**src/rtl/control_ascensor_if.sv**
```systemverilog
// Signal bundle between the elevator sequencing controller and its environment
// (call buttons, door controller, motor driver).
interface control_ascensor_if;
  logic [9:0] pisos;
  logic       trabajando;
  logic [9:0] pendientes;
  logic [3:0] estado;
  logic [1:0] motor;

  modport master (
    input  pisos,
    input  trabajando,
    output pendientes,
    output estado,
    output motor
  );

  modport slave (
    output pisos,
    output trabajando,
    input  pendientes,
    input  estado,
    input  motor
  );
endinterface

```
**src/rtl/control_ascensor.sv**
```systemverilog
// Four-floor elevator sequencer: latches requests, sweeps up/down collectively,
// steps the motor floor by floor and hands each stop to the door controller.
module control_ascensor #(
  parameter int unsigned T_VIAJE = 8,
  parameter int unsigned T_ABRIR = 16
) (
  input  logic                      clk,
  input  logic                      rst_n,
  control_ascensor_if.master        bus
);

  localparam int unsigned VW = $clog2(T_VIAJE);
  localparam int unsigned AW = $clog2(T_ABRIR);
  localparam logic [VW-1:0] VIAJE_INI = VW'(T_VIAJE - 1);
  localparam logic [AW-1:0] ABRIR_INI = AW'(T_ABRIR - 1);

  typedef enum logic [1:0] {StReposo, StAbriendo, StServicio, StMoviendo} estado_e;

  // Floors 0 and 3 own a single hall bit that answers for both directions.
  function automatic logic [9:0] hall_mask(input logic [1:0] f, input logic d);
    logic [9:0] m;
    m = '0;
    unique case (f)
      2'd0: m[0] = 1'b1;
      2'd1: if (d) m[2] = 1'b1; else m[1] = 1'b1;
      2'd2: if (d) m[4] = 1'b1; else m[3] = 1'b1;
      2'd3: m[5] = 1'b1;
      default: m = '0;
    endcase
    return m;
  endfunction

  function automatic logic [9:0] cab_mask(input logic [1:0] f);
    logic [9:0] m;
    m = '0;
    m[6 + int'(f)] = 1'b1;
    return m;
  endfunction

  function automatic logic [3:0] floor_any(input logic [9:0] p);
    return {p[5] | p[9], p[3] | p[4] | p[8], p[1] | p[2] | p[7], p[0] | p[6]};
  endfunction

  function automatic logic ahead_of(input logic [9:0] p, input logic [1:0] f, input logic d);
    logic [3:0] a;
    logic       r;
    a = floor_any(p);
    r = 1'b0;
    for (int i = 0; i < 4; i++) begin
      if (d ? (i < int'(f)) : (i > int'(f))) r = r | a[i];
    end
    return r;
  endfunction

  function automatic logic servir_en(input logic [9:0] p, input logic [1:0] f, input logic d);
    return (|(p & cab_mask(f))) | (|(p & hall_mask(f, d))) |
           ((|(p & hall_mask(f, ~d))) & ~ahead_of(p, f, d));
  endfunction

  estado_e       r_state, w_state_nxt;
  logic [1:0]    r_piso, w_piso_nxt, w_piso_sig;
  logic          r_dir, w_dir_nxt;
  logic [9:0]    r_pend, w_pend_nxt, w_clr;
  logic [VW-1:0] r_cnt_v, w_cnt_v_nxt;
  logic [AW-1:0] r_cnt_a, w_cnt_a_nxt;

  logic w_ahead, w_behind, w_servir, w_flip, w_ahead_sig, w_servir_sig;

  assign w_ahead      = ahead_of(r_pend, r_piso, r_dir);
  assign w_behind     = ahead_of(r_pend, r_piso, ~r_dir);
  assign w_servir     = servir_en(r_pend, r_piso, r_dir);
  // Only the opposite-direction hall call is being answered: turn around so the
  // door controller's direction-qualified check and the clear both match it.
  assign w_flip       = ~(|(r_pend & hall_mask(r_piso, r_dir))) &
                        (|(r_pend & hall_mask(r_piso, ~r_dir))) & ~w_ahead;
  assign w_piso_sig   = r_dir ? (r_piso - 2'd1) : (r_piso + 2'd1);
  assign w_ahead_sig  = ahead_of(r_pend, w_piso_sig, r_dir);
  assign w_servir_sig = servir_en(r_pend, w_piso_sig, r_dir);

  always_comb begin
    w_state_nxt = r_state;
    w_piso_nxt  = r_piso;
    w_dir_nxt   = r_dir;
    w_cnt_v_nxt = r_cnt_v;
    w_cnt_a_nxt = r_cnt_a;
    w_clr       = '0;
    unique case (r_state)
      StReposo: begin
        if (!bus.trabajando) begin
          if (w_servir) begin
            w_state_nxt = StAbriendo;
            w_cnt_a_nxt = ABRIR_INI;
            if (w_flip) w_dir_nxt = ~r_dir;
          end else if (w_ahead) begin
            w_state_nxt = StMoviendo;
            w_cnt_v_nxt = VIAJE_INI;
          end else if (w_behind) begin
            w_dir_nxt = ~r_dir;
          end
        end
      end
      StAbriendo: begin
        if (bus.trabajando || (r_cnt_a == '0)) begin
          w_clr       = cab_mask(r_piso) | hall_mask(r_piso, r_dir);
          w_state_nxt = bus.trabajando ? StServicio : StReposo;
        end else begin
          w_cnt_a_nxt = r_cnt_a - AW'(1);
        end
      end
      StServicio: begin
        if (!bus.trabajando) w_state_nxt = StReposo;
      end
      StMoviendo: begin
        if (r_cnt_v == '0) begin
          w_piso_nxt = w_piso_sig;
          if (w_servir_sig || !w_ahead_sig) begin
            w_state_nxt = StReposo;
          end else begin
            w_cnt_v_nxt = VIAJE_INI;
          end
        end else begin
          w_cnt_v_nxt = r_cnt_v - VW'(1);
        end
      end
      default: w_state_nxt = StReposo;
    endcase
  end

  // New requests win over the clear of the bits being served.
  assign w_pend_nxt = (r_pend & ~w_clr) | bus.pisos;

  always_ff @(posedge clk or negedge rst_n) begin
    if (!rst_n) begin
      r_state <= StReposo;
      r_piso  <= '0;
      r_dir   <= 1'b0;
      r_pend  <= '0;
      r_cnt_v <= '0;
      r_cnt_a <= '0;
    end else begin
      r_state <= w_state_nxt;
      r_piso  <= w_piso_nxt;
      r_dir   <= w_dir_nxt;
      r_pend  <= w_pend_nxt;
      r_cnt_v <= w_cnt_v_nxt;
      r_cnt_a <= w_cnt_a_nxt;
    end
  end

  assign bus.pendientes = r_pend;
  assign bus.estado     = {r_state == StMoviendo, r_dir, r_piso[0], r_piso[1]};
  assign bus.motor      = (r_state != StMoviendo) ? 2'b00 : (r_dir ? 2'b10 : 2'b01);

endmodule

```
**src/flat_wrapper.sv**
```systemverilog
// flat-port wrapper written by rule: the top's interface ports become plain ports
module control_ascensor_flat 
#(
  parameter int unsigned T_VIAJE = 8,
  parameter int unsigned T_ABRIR = 16
)
  (clk, rst_n, bus_pisos, bus_trabajando, bus_pendientes, bus_estado, bus_motor);
  control_ascensor_if bus_i ();
  input  logic clk;
  input  logic rst_n;
  input wire logic [$bits(bus_i.pisos)-1:0] bus_pisos;
  input wire logic [$bits(bus_i.trabajando)-1:0] bus_trabajando;
  output wire logic [$bits(bus_i.pendientes)-1:0] bus_pendientes;
  output wire logic [$bits(bus_i.estado)-1:0] bus_estado;
  output wire logic [$bits(bus_i.motor)-1:0] bus_motor;
  assign bus_i.pisos = bus_pisos;
  assign bus_i.trabajando = bus_trabajando;
  assign bus_pendientes = bus_i.pendientes;
  assign bus_estado = bus_i.estado;
  assign bus_motor = bus_i.motor;
  control_ascensor #(.T_VIAJE(T_VIAJE), .T_ABRIR(T_ABRIR)) u_core (.clk(clk), .rst_n(rst_n), .bus(bus_i));
endmodule
```
**config.mk**
```make
export PLATFORM = sky130hd
export DESIGN_NAME = control_ascensor_flat
export DESIGN_NICKNAME = d
export VERILOG_FILES = /design/src/rtl/control_ascensor_if.sv /design/src/rtl/control_ascensor.sv /design/src/flat_wrapper.sv
export SDC_FILE = /design/constraint.sdc
export NUM_CORES = 1
export LEC_CHECK = 0
export ABC_AREA = 1
export CAP_MARGIN = 20
export CORE_ASPECT_RATIO = 0.6
export CORE_MARGIN = 2
export CORE_UTILIZATION = 45
export CTS_CLUSTER_SIZE = 20
export DETAILED_ROUTE_END_ITERATION = 8
export PLACE_DENSITY = 0.81
export SYNTH_ARGS = -nofsm -noshare
export SYNTH_HDL_FRONTEND = slang
export SYNTH_SLANG_ARGS = --single-unit
export TNS_END_PERCENT = 30
```
**constraint.sdc**
```tcl
create_clock -name clk -period 2 [get_ports clk]
set_input_delay 0.3 -clock clk [delete_from_list [all_inputs] [get_ports clk]]
set_output_delay 0.3 -clock clk [all_outputs]
set_load 0.05 [all_outputs]
```
==> metrics.md <==
| Metric | Value |
|---|---|
| Status | complete, no violations |
| Die height | 52.5 µm |
| Worst slew pin tran | 0.507 ns |
| Syn Area/Cell | about 7 µm² |
| Fin. Hold Viols | 0 |
| PortBufs | 28 |
| Synthesis Warnings | 0 |
| Worst path max stage delay | 0.43 ns |
| Worst setup path class | reg2reg |
| Most common cell in the synthesized netlist | nand2_1 |
| Final WS setup | 0.0890 ns |
| Worst EP arrival | 2.06 ns |
| CP max-delay cell | dfrtp_2 |
| Area Growth Syn to Fin | 27.5% |
| IO Pins | 29 |
| Post-synth EDFFs | 0 |
| Routed WL | 4.60 mm |
| Die Area | around 4500 µm² |
| Starting Density | 47.4% |
| Post-DP HPWL | 3.59 mm |
| Critical path launch point type | flop |
| H-tree levels | 1 |
| GRT overflow | 0 |
| Gr usage total | 22.3% |
| Largest cells by area after synthesis | dfrtp_1 (31%), nand2_1 (14%), inv_1 (6.2%) |
| Area leader, netlist | dfrtp_1 |
| # setup viols final | 0 |
| Post-Syn Nets | 270 |
| Power Density | 1520 nW/µm² |
| Pre-antenna DRT Iters | 6 |
| Crit end category | flop |
| CTS Buffer Depth | 2 |
| Vias/cell | 5.25 |
| CTS sink cnt | 22 |
| Via count | 1,758 |
| Clk pin slew, worst setup/hold paths | 0.09 ns |
| Clk root buf | clkbuf_8 |
| GP Congestion | between 1 and 1.5 |
| Core Area | between 3000 and 4000 µm² |
| Die X | between 80 and 90 µm |
| Clock skew | 0.0130 ns |
| Relative slew slack | 66.1% |
| Max-slew violations | 0 |
| Min-delay worst type | in2async |
| Fmax | 523 MHz |
| Post-route clock period utilization | a little over nine tenths |
| Max IR drop VDD | 0.808 mV |
| First-pass GRT wire length | 7.60 mm |
| Yosys cell types | 35 |
| Max Fanout on Critical Path | 8 |
| Clock latency at the later pin of the worst-skew pair | 0.27 ns |
| CP bufs+invs | 2 |
| Crit path time final | between 1.5 and 2 ns |
| Max_cap viols | 0 |
| Post-route ant nets | 0 |
| CP required | 2.15 ns |
| Row count | 17 |
| Avg WL per Cell | 13.7 µm |
| Synth Cell Area | 1770 µm² |
| FF-to-FF setup slack | 0.09 ns |
| Largest net degree at the start of global routing | 23 |
| Seq cells post-synth | 22 |
| # fillers | 347 |
| # diodes | 0 |
| Layout cells sized above 1 | 22.9% |
| Number of global-route vias before repair | approximately 1.6k |
| Top-area cell type share of the netlist area | 31.2% |
| Cells after synthesis | ~250 |
| Setup WS pre-CTS | -0.0498 ns |
| # DRC | 0 |
| Leak | 1.11 nW |
| RSZ-0062 raised after global routing | yes |
| CTS tree | done |
| Post-synthesis sequential area ratio | 31.2% |
| Largest delay share family, worst path | simple AND/OR/NAND/NOR gates |
| Hold buffer count at CTS | 0 |
| Most used flip-flop cell after synthesis | dfrtp_1 |
| Critical-path cell list | inv_2 -> ha_2 -> inv_2 -> nand2_1 -> nand2_1 -> nand3_1 -> nand3_2 -> nand2b_4 -> nand2_2 -> nand2_4 -> nor2_1 -> a21oi_2 |
| CTS buffer count | 3 |
| Initial antenna violation count | 0 |
| Iteration-0 DRC Markers | 143 |
| Nets | 310 |
| Ys async rst share | 100% |
| Cells after DPL | 330 |
| Pwr Total | 3.41 mW |
| Most frequent cells after synthesis | nand2_1 (64), inv_1 (29), dfrtp_1 (22), nor2_1 (22), nand3_1 (21) |
| Non-Filler Instances | 335 |
==> worst register-to-register path: cells and delay by family (launching register included) <==
family,cells,cell delay [ns]
simple gates,8,0.87
flops,1,0.43
fa+ha+maj,1,0.26
buf+inv,2,0.20
compound gates,1,0.04
==> final timing paths <==
path,startpoint,to,depth (start not counted)
min,rst_n,u_core.r_cnt_v[2]$_DFFE_PN0P_,2
min in group clk,u_core.r_cnt_v[1]$_DFFE_PN0P_,u_core.r_cnt_v[1]$_DFFE_PN0P_,2
min reg2reg,u_core.r_cnt_v[1]$_DFFE_PN0P_,u_core.r_cnt_v[1]$_DFFE_PN0P_,2
max reg2reg,u_core.r_piso[1]$_DFFE_PN0P_,u_core.r_cnt_a[1]$_DFFE_PN0P_,12
max in group asynchronous,rst_n,u_core.r_piso[0]$_DFFE_PN0P_,2
max,u_core.r_piso[1]$_DFFE_PN0P_,u_core.r_cnt_a[1]$_DFFE_PN0P_,12
==> sequential cells by signal (all words and copies together) (netlist names) <==
name                   flops
u_core.r_cnt_a             4
u_core.bus.pendientes     10
u_core.r_dir               1
u_core.r_piso              2
u_core.r_state             2
u_core.r_cnt_v             3
==> cells by family (layout without fill, tap and decap cells) <==
group | Yosys count | after routing | synth area share (%)
fa+ha+maj | 8 | 8 | 5.67
simple gates | 143 | 143 | 39.7
xor+xnor | 3 | 3 | 1.49
buf+inv | 41 | 80 | 10.4
flops | 22 | 22 | 31.2
compound gates | 32 | 32 | 11.6
==> power breakdown <==
part           switching, mW  internal, mW  total, mW
registers              0.160         0.585      0.745
logic                   1.49         0.886       2.37
clock network          0.151         0.142      0.294
total                   1.80          1.61       3.41
==> what timing repair did <==
action / 4_1_cts / 5_1_grt
setup buffers: 0 / 1
setup endpoints to repair: 9 / 10
gates resized for setup: 4 / 6
pin swaps: 0 / 0
==> layout make-up <==
class	instances	area (µm²)	share of cell area, %
Clock buffer	4	45.0	2.00
Inverter	36	140	6.23
Multi-Input combinational cell	186	1060	47.2
Sequential cell	22	553	24.6
Tap cell	47	58.8	2.61
Timing Repair Buffer	40	390	17.3
==> metal layers <==
| layer | vias to the layer above | global-route usage [%] | routed length [µm] |
|---|---|---|---|
| li1 | 876 | - | - |
| met1 | 799 | 31.9 | 2190 |
| met2 | 79 | 33.1 | 1870 |
| met3 | 4 | 7.72 | 513 |
| met4 | 0 | 3.70 | 24 |
| met5 | - | 0 | 0 |
==> layout by cell type (no fill, tap or decap), types with 2 or more instances in the layout <==
master	Yosys	final
inv_1	29	26
nor2_1	22	21
buf_12	1	3
buf_4	1	16
xor2_1	2	2
nand3_4	2	2
o21ai_1	6	7
a21oi_1	7	7
nor2_2	6	7
clkdlybuf4s50_1	0	21
ha_1	8	5
nand3_2	3	4
nand4_1	6	6
nor3_1	5	5
inv_2	6	7
nand3_1	21	20
nand2_1	64	64
inv_4	0	2
ha_2	0	2
dfrtp_2	0	2
o21bai_1	6	6
o21ai_0	6	5
nand2_2	8	8
dfrtp_1	22	20
a21o_1	3	3
clkbuf_8	0	3
==> through the flow <==
step | hold WS [ns] | util (%) | TNS, ns | instance area, µm²
2_1_floorplan | 0.00441 | - | 0 | 1780
3_3_place_gp | 0.473 | 58.4 | -0.285 | 2170
3_5_place_dp | 0.476 | 58.4 | -0.154 | 2170
4_1_cts | 0.384 | 59.7 | 0 | 2220
5_1_grt | 0.423 | 60.5 | -0.167 | 2250
6_report | 0.373 | 60.5 | 0 | 2250
No activity file was read; power rests on OpenSTA's default activity.
